--- config.mk ---
export PLATFORM = sky130hd
export DESIGN_NAME = div_four_bit_flat
export DESIGN_NICKNAME = d
export VERILOG_FILES = /design/src/rtl/div_pkg.sv /design/src/rtl/div_four_bit_if.sv /design/src/rtl/div_four_bit_sub.sv /design/src/rtl/div_four_bit.sv /design/src/flat_wrapper.sv
export SDC_FILE = /design/constraint.sdc
export NUM_CORES = 1
export LEC_CHECK = 0
export CAP_MARGIN = 20
export CORE_MARGIN = 2
export CORE_UTILIZATION = 50
export CTS_CLUSTER_DIAMETER = 40
export DETAILED_ROUTE_END_ITERATION = 16
export PLACE_DENSITY = 0.76
export SLEW_MARGIN = 20
export SYNTH_ARGS = -nofsm -noshare
export SYNTH_HDL_FRONTEND = slang
export SYNTH_SLANG_ARGS = --single-unit
--- constraint.sdc ---
create_clock -name clk -period 2.3 [get_ports clk]
set_input_delay 0.46 -clock clk [delete_from_list [all_inputs] [get_ports clk]]
set_output_delay 0.46 -clock clk [all_outputs]
set_load 0.05 [all_outputs]
--- src/rtl/div_pkg.sv ---
// Shared types and constants for the restoring divider.
// Holds the FSM state encoding and the default operand width.
package div_pkg;

    localparam int DIV_WIDTH = 4;

    typedef enum logic [1:0] {
        IDLE = 2'd0,
        RUN  = 2'd1,
        DONE = 2'd2
    } state_t;

endpackage

--- src/rtl/div_four_bit_if.sv ---
// Request/result bundle of the divider.
// The requester drives start and operands; the divider returns results.
interface div_four_bit_if
    import div_pkg::*;
#(
    parameter int WIDTH = DIV_WIDTH
) ();

    logic             start;
    logic [WIDTH-1:0] dividend;
    logic [WIDTH-1:0] divisor;
    logic [WIDTH-1:0] quotient;
    logic [WIDTH-1:0] remainder;
    logic             busy;
    logic             done;
    logic             div_by_zero;

    modport master (
        output start, dividend, divisor,
        input  quotient, remainder, busy, done, div_by_zero
    );

    modport slave (
        input  start, dividend, divisor,
        output quotient, remainder, busy, done, div_by_zero
    );

endinterface

--- src/rtl/div_four_bit_sub.sv ---
// N-bit trial subtractor: a - b as a + ~b + 1.
// borrow_o is high when b > a (no carry out of the top bit).
module sub_n_bit #(
    parameter int N = 5
) (
    input  logic [N-1:0] a_i,
    input  logic [N-1:0] b_i,
    output logic [N-1:0] diff_o,
    output logic         borrow_o
);

    logic [N:0] sum;

    assign sum      = {1'b0, a_i} + {1'b0, ~b_i} + {{N{1'b0}}, 1'b1};
    assign diff_o   = sum[N-1:0];
    assign borrow_o = ~sum[N];

endmodule

--- src/rtl/div_four_bit.sv ---
// Unsigned restoring divider, one quotient bit per cycle, MSB first.
// Quotient bits shift into the dividend register as it empties.
module div_four_bit
    import div_pkg::*;
#(
    parameter int WIDTH = DIV_WIDTH
) (
    input  logic          clk,
    input  logic          rst,
    div_four_bit_if.slave bus
);

    localparam int CW = (WIDTH > 1) ? $clog2(WIDTH) : 1;

    state_t           state_q, state_d;
    logic [CW-1:0]    cnt_q, cnt_d;
    logic [WIDTH-1:0] dvd_q, dvd_d;
    logic [WIDTH-1:0] dvs_q, dvs_d;
    logic [WIDTH-1:0] rem_q, rem_d;
    logic [WIDTH-1:0] quo_q, quo_d;
    logic [WIDTH-1:0] rmd_q, rmd_d;
    logic             dbz_q, dbz_d;

    logic [WIDTH:0]   trial;
    logic [WIDTH:0]   diff;
    logic             borrow;
    logic [WIDTH-1:0] step_rem;
    logic [WIDTH-1:0] step_dvd;
    logic             unused_diff_msb;

    assign trial = {rem_q, dvd_q[WIDTH-1]};

    sub_n_bit #(
        .N(WIDTH + 1)
    ) u_sub (
        .a_i      (trial),
        .b_i      ({1'b0, dvs_q}),
        .diff_o   (diff),
        .borrow_o (borrow)
    );

    // A successful subtraction always leaves a value below the divisor,
    // so the top difference bit carries no information.
    assign unused_diff_msb = diff[WIDTH];

    assign step_rem = borrow ? trial[WIDTH-1:0] : diff[WIDTH-1:0];
    assign step_dvd = {dvd_q[WIDTH-2:0], ~borrow};

    // Next-state and datapath update for IDLE/RUN/DONE.
    always_comb begin
        state_d = state_q;
        cnt_d   = cnt_q;
        dvd_d   = dvd_q;
        dvs_d   = dvs_q;
        rem_d   = rem_q;
        quo_d   = quo_q;
        rmd_d   = rmd_q;
        dbz_d   = dbz_q;
        unique case (state_q)
            IDLE: begin
                if (bus.start) begin
                    dvd_d = bus.dividend;
                    dvs_d = bus.divisor;
                    rem_d = '0;
                    cnt_d = '0;
                    if (bus.divisor == '0) begin
                        state_d = DONE;
                        quo_d   = '1;
                        rmd_d   = bus.dividend;
                        dbz_d   = 1'b1;
                    end else begin
                        state_d = RUN;
                        dbz_d   = 1'b0;
                    end
                end
            end
            RUN: begin
                rem_d = step_rem;
                dvd_d = step_dvd;
                cnt_d = cnt_q + CW'(1);
                if (cnt_q == CW'(WIDTH - 1)) begin
                    state_d = DONE;
                    quo_d   = step_dvd;
                    rmd_d   = step_rem;
                end
            end
            DONE: begin
                state_d = IDLE;
            end
            default: begin
                state_d = IDLE;
            end
        endcase
    end

    // State and datapath registers with synchronous reset.
    always_ff @(posedge clk) begin
        if (rst) begin
            state_q <= IDLE;
            cnt_q   <= '0;
            dvd_q   <= '0;
            dvs_q   <= '0;
            rem_q   <= '0;
            quo_q   <= '0;
            rmd_q   <= '0;
            dbz_q   <= 1'b0;
        end else begin
            state_q <= state_d;
            cnt_q   <= cnt_d;
            dvd_q   <= dvd_d;
            dvs_q   <= dvs_d;
            rem_q   <= rem_d;
            quo_q   <= quo_d;
            rmd_q   <= rmd_d;
            dbz_q   <= dbz_d;
        end
    end

    assign bus.quotient    = quo_q;
    assign bus.remainder   = rmd_q;
    assign bus.div_by_zero = dbz_q;
    assign bus.busy        = (state_q == RUN);
    assign bus.done        = (state_q == DONE);

endmodule

--- src/flat_wrapper.sv ---
// flat-port wrapper written by rule: the top's interface ports become plain ports
module div_four_bit_flat import div_pkg::*;
#(
    parameter int WIDTH = DIV_WIDTH
)
  (clk, rst, bus_start, bus_dividend, bus_divisor, bus_quotient, bus_remainder, bus_busy, bus_done, bus_div_by_zero);
  div_four_bit_if #(.WIDTH(WIDTH)) bus_i ();
  input  logic clk;
  input  logic rst;
  input wire logic [$bits(bus_i.start)-1:0] bus_start;
  input wire logic [$bits(bus_i.dividend)-1:0] bus_dividend;
  input wire logic [$bits(bus_i.divisor)-1:0] bus_divisor;
  output wire logic [$bits(bus_i.quotient)-1:0] bus_quotient;
  output wire logic [$bits(bus_i.remainder)-1:0] bus_remainder;
  output wire logic [$bits(bus_i.busy)-1:0] bus_busy;
  output wire logic [$bits(bus_i.done)-1:0] bus_done;
  output wire logic [$bits(bus_i.div_by_zero)-1:0] bus_div_by_zero;
  assign bus_i.start = bus_start;
  assign bus_i.dividend = bus_dividend;
  assign bus_i.divisor = bus_divisor;
  assign bus_quotient = bus_i.quotient;
  assign bus_remainder = bus_i.remainder;
  assign bus_busy = bus_i.busy;
  assign bus_done = bus_i.done;
  assign bus_div_by_zero = bus_i.div_by_zero;
  div_four_bit #(.WIDTH(WIDTH)) u_core (.clk(clk), .rst(rst), .bus(bus_i));
endmodule
==> impl_metrics.tcl, run 1 <==
set metrics [dict create \
    fin_skew_ns 0.00280 \
    synth_top_area_cell "dfxtp_1" \
    grt_max_degree 26 \
    htree_levels 1 \
    gp_congestion 0.780 \
    dr.pass1.iters 4 \
    relSlewSlack 0.668 \
    final_util 0.649 \
    finalWirelength_mm 2.32 \
    dp_hpwl_mm 1.81 \
    arrival_ns 1.70 \
    ioPinCount 22 \
    start_util 0.531 \
    critical_path.startpoint_type "register" \
    seqCellArea_um2 500 \
    finalPower_mw 0.876 \
    power_density_nw_per_um2 604 \
    ys_warn_count 0 \
    clock_latency_ns 0.31 \
    nNetsFinal 179 \
    gr-total-overflow 0 \
    ys_ff_latch 25 \
    syn_area_um2 1180 \
    post-cts-setup-buffers 0 \
    ir_drop_uv 435 \
    via_per_inst 5.40 \
    synth_cells 141 \
    track_usage 0.192 \
    max-cap-violations 0 \
    drive_gt1_frac 0.0932 \
    numCtsBuffers 3 \
    vias 1020 \
    clock_sinks 25 \
    clkSlewWorstSetupHoldPaths_ns 0.13 \
    grt_pass1_vias 935 \
    avgSynthCellArea_um2 8.40 \
    cp-end-kind "primary output" \
    period_minus_slack_ns 2.16 \
    regToRegSetupSlack_ns 0.32 \
    tritoncts "built" \
    rsz0062_at_grt "no" \
    hold_viol_final 0 \
    area_delta_synth_final_pct 22.4 \
    nFillCells 209 \
    grt_antenna_before_repair 0 \
    grt_use_met2 0.340 \
    tightest_slew_ns 0.497 \
    io_buffer_count 21 \
    drc 0 \
    rows 17 \
    yosys-top-cells-area "dfxtp_1, nand2_1, nor2_1" \
    cts_hold_buf 0 \
    final_common_cell "nand2_1" \
    met3_usage 0.0371 \
    synthDistinctLibCells 33 \
    fmax_mhz 463 \
    hold_path.class "register to register" \
    cts_max_path_buffers 2 \
    dr.first_iter.drc_count 26 \
    multi_input_area_um2 622 \
    ant_nets 0 \
    n_antenna_cell 0 \
    cp_max_fo 4 \
    wl_per_cell_um 12.3 \
    synth_nets 158 \
    use_met1 0.229 \
    final_design_area_no_fill_um2 1450 \
    die-area_um2 2780 \
    fin_crit_sh 0.940 \
    outcome "complete, no violations" \
    die_h_um 52.7 \
    critical_path_class "register to primary output" \
    dieWidth_um 52.7 \
    p_leak_nw 0.521 \
    coreArea_um2 2230 \
    dpl_cell_area_um2 1420 \
    final_max_slew_viol_count 0 \
    required_ns 1.84 \
    busiest_layer "met2" \
    grt_pass1_wl_mm 3.94 \
    yosys.area.top_type_share 0.422 \
    cts-root-buf "clkbuf_4" \
    final_cell_mix "nand2_1, dfxtp_1, clkdlybuf4s50_1" \
    cts_resized 0 \
    ys_seq_area_frac 0.422 \
    fin_tns_setup_ns 0 \
    setup_violations 0 \
]
==> cell type report <==
cell class / count / area share
Clock buffer: 3 / 0.0155
Clock inverter: 1 / 0.00345
Inverter: 6 / 0.0155
Multi-Input combinational cell: 102 / 0.429
Sequential cell: 25 / 0.345
Tap cell: 28 / 0.0242
Timing Repair Buffer: 24 / 0.167
==> through the flow <==
step	setup slack, ns	hold slack (ns)	instances
after floorplan	0.453	0.436	141
after global placement	0.127	0.447	185
after detailed placement	0.0669	0.449	185
after CTS	0.109	0.467	189
after global routing	0.0623	0.496	189
final	0.138	0.466	189
==> synthesized netlist by cell type, drive strengths merged <==
cell    instances
o22a            1
nor3            1
a311oi          8
and2            1
nor2b           3
inv             6
a21oi          12
xnor2           1
o21a            2
nand2          30
o21ai           2
o211ai          2
nor2           19
ha              5
or2             1
clkbuf          5
a31oi           1
nor4            2
fa              1
a211oi          4
nand2b          2
nand3           1
o31a            1
or4             1
nand3b          1
dfxtp          25
buf             3
==> state kept, by name (all words and copies together), names as in the netlist <==
register and cells:
u_core.bus.div_by_zero 1, u_core.bus.remainder 4, u_core.dvs_q 4, u_core.dvd_q 4, u_core.state_q 2, u_core.cnt_q 2
u_core.bus.quotient 4, u_core.rem_q 4
==> cell families (layout without fill, tap and decap cells) <==
kind of cell | after synthesis | after routing | synth area share
xor gates and xnor gates | 1 | 1 | 0.00739
AOI/OAI and AO/OA | 33 | 33 | 0.208
buffers and inverters | 14 | 34 | 0.0528
DFF | 25 | 25 | 0.422
and+or+nand+nor | 62 | 62 | 0.240
adders and majority gates | 6 | 6 | 0.0697
==> report_power, final <==
part / internal, mW / total [mW] / switching (mW)
registers: 0.458 / 0.475 / 0.0173
logic: 0.0889 / 0.213 / 0.124
clock network: 0.0649 / 0.188 / 0.123
==> layer usage <==
| metal | up-vias | part of all wire |
|---|---|---|
| li1 | 525 | - |
| met1 | 469 | 0.45 |
| met2 | 24 | 0.49 |
| met3 | 2 | 0.048 |
| met4 | 0 | 0.0060 |
| met5 | - | 0 |
==> critical path, stage by stage (launching register included) <==
cell and delay, ns:
dfxtp_1 0.43, nor2b_1 0.15, clkdlybuf4s50_1 0.81
==> worst paths after layout <==
path	startpoint	endpoint	cells after the start
worst max-delay path	u_core.state_q[1]	bus_done	2
worst min-delay path	u_core.dvs_q[3]	u_core.dvs_q[3]	2
worst max register to register	u_core.rem_q[0]	u_core.bus.remainder[3]	5
worst min register to register	u_core.dvs_q[3]	u_core.dvs_q[3]	2
No activity file was read; power rests on OpenSTA's default activity.
==> inputs of run 2 (changes only) <==
==> constraint.sdc (replaced) <==
create_clock -name clk -period 2.3 [get_ports clk]
set_input_delay 0.46 -clock clk [delete_from_list [all_inputs] [get_ports clk]]
set_output_delay 0.46 -clock clk [all_outputs]
set_load 0.005 [all_outputs]
==> run 2 against run 1 <==
Sequential power is essentially flat; critical path type unchanged; clock power grew 9.6%; sequential cell count is the same; clock skew grew 0.0038 ns.
==> impl_metrics.tcl, run 2 (same netlist as run 1, synthesis figures left out) <==
set metrics [dict create \
    ant_nets 0 \
    grt_pass1_wl_mm 4.10 \
    nNetsFinal 179 \
    final_cell_mix "nand2_1, dfxtp_1, clkdlybuf4s50_1" \
    htree_levels 1 \
    required_ns 1.84 \
    dp_hpwl_mm 1.83 \
    n_antenna_cell 0 \
    gp_congestion 0.762 \
    power_density_nw_per_um2 605 \
    rsz0062_at_grt "no" \
    multi_input_area_um2 622 \
    io_buffer_count 21 \
    dieWidth_um 52.7 \
    met3_usage 0.0343 \
    busiest_layer "met2" \
    ioPinCount 22 \
    final_max_slew_viol_count 0 \
    cp_max_fo 7 \
    numCtsBuffers 3 \
    hold_viol_final 0 \
    rr_startpoint "u_core.rem_q[0]" \
    min-delay-start "u_core.dvs_q[1]" \
    clkSlewWorstSetupHoldPaths_ns 0.14 \
    grt_antenna_before_repair 0 \
    outcome "complete, no violations" \
    period_minus_slack_ns 1.99 \
    cp_slowest_cell "clkdlybuf4s50_1" \
    dpl.cell_count 185 \
    wl_per_cell_um 12.4 \
    hold_path_depth 2 \
    cts_max_path_buffers 2 \
    setup_violations 0 \
    fin_skew_ns 0.00656 \
    seqCellArea_um2 500 \
    drc 0 \
    hold_end "u_core.dvs_q[1]" \
    tightest_slew_ns 0.384 \
    worst_slack_ns 0.312 \
    via_per_inst 5.35 \
    rr_worst_depth 5 \
    pre_cts_ws_ns 0.0734 \
    dpl_cell_area_um2 1410 \
    relSlewSlack 0.744 \
    dr.first_iter.drc_count 14 \
    ir_drop_uv 439 \
    gr-total-overflow 0 \
    hold_path.class "register to register" \
    final_common_cell "nand2_1" \
    cp_cell_sequence "nand2b_1 > inv_2 > clkdlybuf4s50_1" \
    clock_sinks 25 \
    arrival_ns 1.53 \
    nFillCells 201 \
    regToRegSetupSlack_ns 0.33 \
    cts_hold_buf 0 \
    final_util 0.646 \
    cts-root-buf "clkbuf_4" \
    critical_path.startpoint_type "register" \
    critical_path_class "register to primary output" \
    r2r_end "u_core.bus.remainder[3]" \
    max-cap-violations 0 \
    dr.pass1.iters 4 \
    cts_resized 0 \
    drive_gt1_frac 0.0870 \
    cpPeakStageDelay_ns 0.52 \
    holdWs_ns 0.466 \
    finalWirelength_mm 2.34 \
    fin_crit_sh 0.864 \
    grt_pass1_vias 966 \
    post-cts-setup-buffers 0 \
    area_delta_synth_final_pct 21.8 \
    fin_tns_setup_ns 0 \
    fmax_mhz 503 \
    tritoncts "built" \
    finalPower_mw 0.873 \
    grt_max_degree 26 \
    clock_latency_ns 0.33 \
    die_h_um 52.7 \
    start_util 0.531 \
    grt_use_met2 0.344 \
    vias 1011 \
    rows 17 \
    cp-end-kind "primary output" \
    track_usage 0.204 \
    p_leak_nw 0.512 \
    use_met1 0.241 \
    fin_cells 189 \
    coreArea_um2 2230 \
    die-area_um2 2780 \
    final_design_area_no_fill_um2 1440 \
]
[run 2: critical path, delay by kind of cell (launching register included)]
kind                   cells  cell delay [ns]
buffers and inverters      2             0.65
and+or+nand+nor            1             0.18
DFF                        1             0.37
[run 2: routing by layer]
layer	wire, µm	vias to the layer above
met3	118	5
li1	-	528
met1	1040	453
met2	1140	25
met5	0	-
met4	46	0
[run 2: where the power goes]
| group | switching, mW | leakage (nW) | internal, mW | total (mW) |
|---|---|---|---|---|
| clock network | 0.140 | 0.0139 | 0.0667 | 0.206 |
| registers | 0.0174 | 0.204 | 0.458 | 0.475 |
| logic | 0.105 | 0.294 | 0.0862 | 0.191 |
| total | 0.262 | 0.512 | 0.611 | 0.873 |
[run 2: worst max path at each step]
| stage | from | endpoint | slack (ns) | cells past startpoint |
|---|---|---|---|---|
| after global placement | bus_divisor[0] | u_core.bus.remainder[0] | 0.13 | 6 |
| after global routing | u_core.state_q[1] | bus_busy | 0.23 | 3 |
| after CTS | u_core.state_q[1] | bus_busy | 0.30 | 3 |
| final | u_core.state_q[1] | bus_busy | 0.31 | 3 |
| after floorplan | u_core.dvs_q[1] | u_core.bus.remainder[3] | 0.45 | 6 |
| after detailed placement | bus_divisor[0] | u_core.bus.remainder[2] | 0.07 | 6 |
[run 2: cell type report]
class	instances	area share
inverter	6	0.0156
timing repair buffer	24	0.161
sequential	25	0.347
clock buffer	3	0.0156
multi-input combinational	102	0.431
clock inverter	1	0.00520
tap	28	0.0243
